[src/rtl/ahb_line_arbiter_pkg.sv]
// Shared core configuration and AHB manager encodings used by the
// line arbiter and any other AHB manager in the core.
package ahb_line_arbiter_pkg;

    // Subset of the core configuration that the AHB managers depend on.
    typedef struct packed {
        int unsigned AHBW;
        logic        BURST_EN;
        int unsigned ICACHE_LINELENINBITS;
        int unsigned DCACHE_LINELENINBITS;
    } cvw_t;

    localparam cvw_t CVW_DEFAULT = '{
        AHBW:                 32'd64,
        BURST_EN:             1'b1,
        ICACHE_LINELENINBITS: 32'd512,
        DCACHE_LINELENINBITS: 32'd512
    };

    typedef enum logic [1:0] {
        ARB_IDLE  = 2'b00,
        ARB_ADDR  = 2'b01,
        ARB_BURST = 2'b10,
        ARB_LAST  = 2'b11
    } arbstate_t;

    localparam logic [1:0] HTRANS_IDLE   = 2'b00;
    localparam logic [1:0] HTRANS_NONSEQ = 2'b10;
    localparam logic [1:0] HTRANS_SEQ    = 2'b11;

    localparam logic [2:0] HBURST_SINGLE = 3'b000;
    localparam logic [2:0] HBURST_INCR4  = 3'b011;
    localparam logic [2:0] HBURST_INCR8  = 3'b101;
    localparam logic [2:0] HBURST_INCR16 = 3'b111;

    // Larger of two elaboration-time counts, used to size beat counters.
    function automatic int unsigned max_u(input int unsigned a, input int unsigned b);
        return (a > b) ? a : b;
    endfunction

endpackage

[src/rtl/ahb_line_arbiter_burst_type.sv]
// Maps a transaction's beat total to the AHB HBURST encoding. Only the
// fixed-length incrementing bursts AHB defines are used; anything else
// is issued as independent SINGLE transfers.
module ahb_burst_type
    import ahb_line_arbiter_pkg::*;
#(
    parameter int unsigned CW = 4
) (
    input  logic [CW-1:0] total_i,
    input  logic          line_i,
    input  logic          burst_en_i,
    output logic [2:0]    hburst_o
);

    // Select the burst encoding for the beat total of a line transfer.
    always_comb begin
        hburst_o = HBURST_SINGLE;
        if (burst_en_i && line_i) begin
            case (32'(total_i))
                32'd4:   hburst_o = HBURST_INCR4;
                32'd8:   hburst_o = HBURST_INCR8;
                32'd16:  hburst_o = HBURST_INCR16;
                default: hburst_o = HBURST_SINGLE;
            endcase
        end else begin
            hburst_o = HBURST_SINGLE;
        end
    end

endmodule

[src/rtl/ahb_line_arbiter.sv]
// Arbitrates the shared AHB manager port between IFU and LSU. LSU has
// priority, but a waiting IFU is forced through after STARVE_LIMIT
// consecutive LSU grants. The owner keeps the bus until the final data
// phase of its single beat or cache-line burst completes.
module ahb_line_arbiter
    import ahb_line_arbiter_pkg::*;
#(
    parameter cvw_t        P            = CVW_DEFAULT,
    parameter int unsigned STARVE_LIMIT = 4,
    localparam int unsigned IBEATS = P.ICACHE_LINELENINBITS / P.AHBW,
    localparam int unsigned DBEATS = P.DCACHE_LINELENINBITS / P.AHBW,
    localparam int unsigned CW     = $clog2(max_u(IBEATS, DBEATS) + 1)
) (
    input  logic          HCLK,
    input  logic          HRESETn,
    input  logic          IFUReq,
    input  logic          IFULine,
    input  logic          LSUReq,
    input  logic          LSULine,
    input  logic          HREADY,
    input  logic          HRESP,
    output logic          IFUGrant,
    output logic          LSUGrant,
    output logic [1:0]    HTRANS,
    output logic [2:0]    HBURST,
    output logic [CW-1:0] BeatCount,
    output logic          IFUDone,
    output logic          LSUDone,
    output logic          BusErr
);

    localparam int unsigned SW = (STARVE_LIMIT > 0) ? $clog2(STARVE_LIMIT + 1) : 1;

    arbstate_t     state_q;
    logic          ifu_grant_q;
    logic          lsu_grant_q;
    logic [1:0]    htrans_q;
    logic [2:0]    hburst_q;
    logic [CW-1:0] beat_q;
    logic [CW-1:0] total_q;
    logic [SW-1:0] starve_q;
    logic          err_q;
    logic          ifu_done_q;
    logic          lsu_done_q;
    logic          bus_err_q;

    logic          ifu_wins_d;
    logic          line_d;
    logic [CW-1:0] total_d;
    logic [2:0]    hburst_d;

    // Owner choice and beat total for a request seen in IDLE.
    always_comb begin
        ifu_wins_d = IFUReq & (~LSUReq | (starve_q == SW'(STARVE_LIMIT)));
        line_d     = 1'b0;
        total_d    = CW'(1);
        if (ifu_wins_d) begin
            line_d  = IFULine;
            total_d = IFULine ? CW'(IBEATS) : CW'(1);
        end else begin
            line_d  = LSULine;
            total_d = LSULine ? CW'(DBEATS) : CW'(1);
        end
    end

    ahb_burst_type #(
        .CW (CW)
    ) u_burst_type (
        .total_i    (total_d),
        .line_i     (line_d),
        .burst_en_i (P.BURST_EN),
        .hburst_o   (hburst_d)
    );

    // Transaction sequencer: grant, address-phase control, beat count and
    // completion pulses, all registered.
    always_ff @(posedge HCLK or negedge HRESETn) begin
        if (!HRESETn) begin
            state_q     <= ARB_IDLE;
            ifu_grant_q <= 1'b0;
            lsu_grant_q <= 1'b0;
            htrans_q    <= HTRANS_IDLE;
            hburst_q    <= HBURST_SINGLE;
            beat_q      <= '0;
            total_q     <= '0;
            starve_q    <= '0;
            err_q       <= 1'b0;
            ifu_done_q  <= 1'b0;
            lsu_done_q  <= 1'b0;
            bus_err_q   <= 1'b0;
        end else begin
            ifu_done_q <= 1'b0;
            lsu_done_q <= 1'b0;
            bus_err_q  <= 1'b0;
            case (state_q)
                ARB_IDLE: begin
                    if (IFUReq || LSUReq) begin
                        state_q     <= ARB_ADDR;
                        ifu_grant_q <= ifu_wins_d;
                        lsu_grant_q <= ~ifu_wins_d;
                        htrans_q    <= HTRANS_NONSEQ;
                        hburst_q    <= hburst_d;
                        beat_q      <= '0;
                        total_q     <= total_d;
                        err_q       <= 1'b0;
                        if (ifu_wins_d || !IFUReq) begin
                            starve_q <= '0;
                        end else if (starve_q != SW'(STARVE_LIMIT)) begin
                            starve_q <= starve_q + SW'(1);
                        end
                    end else begin
                        starve_q <= '0;
                    end
                end
                ARB_ADDR, ARB_BURST: begin
                    // First error cycle: stop issuing beats and wait for the
                    // second error cycle to close the transaction.
                    if (HRESP && !HREADY) begin
                        state_q  <= ARB_LAST;
                        htrans_q <= HTRANS_IDLE;
                        err_q    <= 1'b1;
                    end else if (HREADY) begin
                        if (state_q == ARB_ADDR && total_q == CW'(1)) begin
                            state_q  <= ARB_LAST;
                            htrans_q <= HTRANS_IDLE;
                        end else if (state_q == ARB_ADDR) begin
                            state_q  <= ARB_BURST;
                            beat_q   <= CW'(1);
                            htrans_q <= P.BURST_EN ? HTRANS_SEQ : HTRANS_NONSEQ;
                        end else if (beat_q == total_q - CW'(1)) begin
                            state_q  <= ARB_LAST;
                            htrans_q <= HTRANS_IDLE;
                        end else begin
                            beat_q <= beat_q + CW'(1);
                        end
                    end
                end
                ARB_LAST: begin
                    if (HRESP && !HREADY) begin
                        err_q <= 1'b1;
                    end else if (HREADY) begin
                        state_q     <= ARB_IDLE;
                        ifu_done_q  <= ifu_grant_q;
                        lsu_done_q  <= lsu_grant_q;
                        bus_err_q   <= err_q;
                        ifu_grant_q <= 1'b0;
                        lsu_grant_q <= 1'b0;
                        hburst_q    <= HBURST_SINGLE;
                        beat_q      <= '0;
                        err_q       <= 1'b0;
                    end
                end
                default: begin
                    state_q     <= ARB_IDLE;
                    ifu_grant_q <= 1'b0;
                    lsu_grant_q <= 1'b0;
                    htrans_q    <= HTRANS_IDLE;
                    hburst_q    <= HBURST_SINGLE;
                    beat_q      <= '0;
                    err_q       <= 1'b0;
                end
            endcase
        end
    end

    assign IFUGrant  = ifu_grant_q;
    assign LSUGrant  = lsu_grant_q;
    assign HTRANS    = htrans_q;
    assign HBURST    = hburst_q;
    assign BeatCount = beat_q;
    assign IFUDone   = ifu_done_q;
    assign LSUDone   = lsu_done_q;
    assign BusErr    = bus_err_q;

endmodule

[config.mk]
export PLATFORM = sky130hd
export DESIGN_NAME = ahb_line_arbiter
export DESIGN_NICKNAME = d
export VERILOG_FILES = /design/src/rtl/ahb_line_arbiter_pkg.sv /design/src/rtl/ahb_line_arbiter_burst_type.sv /design/src/rtl/ahb_line_arbiter.sv
export SDC_FILE = /design/constraint.sdc
export NUM_CORES = 1
export LEC_CHECK = 0
export CAP_MARGIN = 20
export CORE_UTILIZATION = 47
export CTS_BUF_LIST = sky130_fd_sc_hd__clkbuf_16
export DETAILED_ROUTE_END_ITERATION = 16
export PLACE_DENSITY_LB_ADDON = 0.15
export SYNTH_ARGS = -nofsm -noshare
export SYNTH_HDL_FRONTEND = slang
export SYNTH_HIERARCHICAL = 1
export SYNTH_SLANG_ARGS = --single-unit
[constraint.sdc]
create_clock -name HCLK -period 1.8 [get_ports HCLK]
set_input_delay 0.18 -clock HCLK [delete_from_list [all_inputs] [get_ports HCLK]]
set_output_delay 0.18 -clock HCLK [all_outputs]
set_load 0.05 [all_outputs]
==> flow_summary.ini <==
[layout]
regArea_sq_um = 554
nets = 212
multiInputGateArea_sq_um = 925
drive_gt1_share_pct = 35.9
fill_cells = 182
area_growth_syn_to_layout_pct = 58.9
antenna_cells = 0
post-route-util_pct = 78.5

[grt]
grt_first_pass_wirelength_mm = 6.12
antenna_found_initial = 0
grt_usage_pct = 25.4
grt_max_degree = 23
grt_pass1_vias = 1273
overflow = 0

[sta]
max_freq_ghz = 0.557
finalWorstSetupSlack_ps = 3.53
worst_pin_slew_ps = 516
rsz0062_at_grt = true
tns_ps = 0
finalHoldViolations = 0
fin_worst_skew_ps = 1.99
fin_crit_sh_pct = 99.8
relSlewSlack_pct = 65.5
period_minus_slack_ps = 1800
whs_ps = 282
setup_viol = 0
slew_viol_final = 0

[worst_setup_path]
path_cells = inv_2 -> ha_4 -> inv_2 -> o32ai_2 -> buf_4 -> nor3_4 -> mux2_4
cp_slowest_stage_delay_ps = 380
cpMostUsedCell = inv_2
critPathMaxFanout = 4
arrival_ps = 1940
cp.required_ps = 1940
reg2reg_from = state_q[0]
start_kind = flip-flop
crit_slowest_cell = dfrtp_1
crit_start = state_q[0]
setup.worst_path.end_class = flip-flop
worstSetupPathType = reg2reg

[routing]
route.detailed.drc = 0
via_per_inst = 5.73
drtIter0Drc = 43
finalWirelength_mm = 3.81
drtPass1Iterations = 5
detail-route-antenna-nets = 0
via_count = 1295
routedWlPerCell_microns = 16.9

[power_and_ir_drop]
power_leakage_nw = 0.998
powerDensity_nw_per_um2 = 1890
ir_drop_v = 0.00177

[placement]
dp_hpwl_mm = 2.64
gp_congestion = 0.840
pre_cts_ws_ps = -180
numPortBuffers = 21

[min_path]
holdCritPathClass = in2async

[logic_synthesis]
yosysSeqAreaShare_pct = 40.8
synth_edf_count = 0
synth.distinct_cells = 45
netlist_area_sq_um = 1350
synth-seq-cells = 22
ys.flop_type = dfrtp_1
synthCells = 142
ys_warn_count = 6
async_reset_ff_share_pct = 100
synth_area_per_cell_sq_um = 9.51

[floorplan]
num_rows = 19
die_area_sq_um = 3090
start_util_pct = 49.4
die_w_microns = 55.6
io_pins = 22
die_y_microns = 55.6
core_area_sq_um = 2730

[clock_network]
clock_latency_ps = 250
clkTransAtPathRegs_ps = 60
clockBufferDepth = 2
cts_buffers = 3
cts_tree = yes
clockRootBuffer = clkbuf_16
cts_sinks = 22
htreeDepth = 1

[outcome]
outcome = finished, final reports clean

[job]
max-cap-violations = 0
==> layout make-up <==
type                            count  share of cell area [%]
Sequential cell                    22                    25.8
Timing Repair Buffer               53                    21.7
Tap cell                           31                    1.81
Multi-Input combinational cell    101                    43.1
Inverter                           15                    2.62
Clock buffer                        3                    3.50
Clock inverter                      1                    1.40
==> routing by layer <==
layer	track usage, %	share of wire, %
met1	33.5	44
met2	43.0	51
met3	2.79	2.8
met4	9.64	2.0
met5	0	0
==> per-stage QoR <==
| stage | total power [mW] | std cells | area, sq um |
|---|---|---|---|
| global route | 4.26 | 226 | 2150 |
| CTS | 3.82 | 226 | 2040 |
| finish | 4.06 | 226 | 2150 |
| detailed placement | 2.99 | 223 | 1850 |
| global placement | 2.94 | 223 | 1850 |
| floorplan | 2.06 | 144 | 1370 |
==> worst paths after layout <==
path                           endpoint  slack (ps)  cells past startpoint
min                             LSUDone         280                      2
min reg2reg                   HTRANS[1]         500                      1
max                          state_q[0]           4                      7
max reg2reg                  state_q[0]           4                      7
max in group asynchronous  BeatCount[1]        1270                      2
min in group HCLK             HTRANS[1]         500                      1
==> flip-flops by register name (all words and copies together) (netlist names) <==
name       cells
IFUDone        1
starve_q       3
HBURST         3
LSUDone        1
HTRANS         2
IFUGrant       1
total_q        2
err_q          1
BusErr         1
BeatCount      4
state_q        2
LSUGrant       1
==> critical path: cells and delay by family, from the launching register on <==
family	cells	cell delay, ps
compound gates	1	330
fa+ha+maj	1	290
buf+inv	3	340
flops	1	380
mux	1	300
simple gates	1	50
==> cells in the final DEF, fill, tap and decap left out, types with 2 or more instances in the layout <==
| master | n |
|---|---|
| buf_4 | 29 |
| dfrtp_1 | 19 |
| clkdlybuf4s50_1 | 19 |
| inv_1 | 10 |
| nand2_1 | 9 |
| o21ai_0 | 8 |
| nor2_1 | 6 |
| a21oi_1 | 6 |
| inv_2 | 5 |
| o211ai_1 | 5 |
| nand4_1 | 4 |
| ha_4 | 4 |
| conb_1 | 4 |
| dfrtp_2 | 3 |
| and3_1 | 3 |
| nand2b_1 | 3 |
| nand4b_1 | 3 |
| ha_1 | 3 |
| clkbuf_16 | 3 |
| buf_6 | 3 |
| nand2_4 | 2 |
| mux2_1 | 2 |
| nor3_2 | 2 |
| a32oi_1 | 2 |
| o41ai_4 | 2 |
| dlymetal6s2s_1 | 2 |
==> kinds of logic after synthesis <==
kind of cell / after synthesis / synth area share, %
AOI/OAI and AO/OA: 36 / 18.4
xor gates and xnor gates: 1 / 0.649
adders and majority gates: 8 / 7.41
buffers and inverters: 21 / 6.02
DFF: 22 / 40.8
muxes: 6 / 4.82
other: 2 / 0.556
and+or+nand+nor: 46 / 21.4
==> synthesized netlist by cell type (all sizes together) (3+ instances only) <==
cell    instances  area share (%)
dfrtp          22              41
inv            15             4.2
nand2          11             3.1
o21ai           9             3.3
ha              8             7.4
a21oi           7             2.6
nor2            6             1.7
o211ai          5             2.8
clkbuf          4             1.1
mux2            4             3.3
nand2b          4             1.9
nand4           4             1.9
nor3            4             1.9
and3            3             1.4
nand4b          3             1.9
==> repair_timing <==
action	4_1_cts	5_1_grt
cloned	0	0
resized for setup	18	20
endpoints found under the setup margin	10	9
setup buffers	1	0
pin swaps	6	4
hold buffers	0	0
==> power breakdown <==
group | internal, mW | switching (mW)
sequential | 0.663 | 0.142
combinational | 1.24 | 1.39
clock | 0.442 | 0.183
total | 2.34 | 1.71
(Power assumes the default switching activity.)
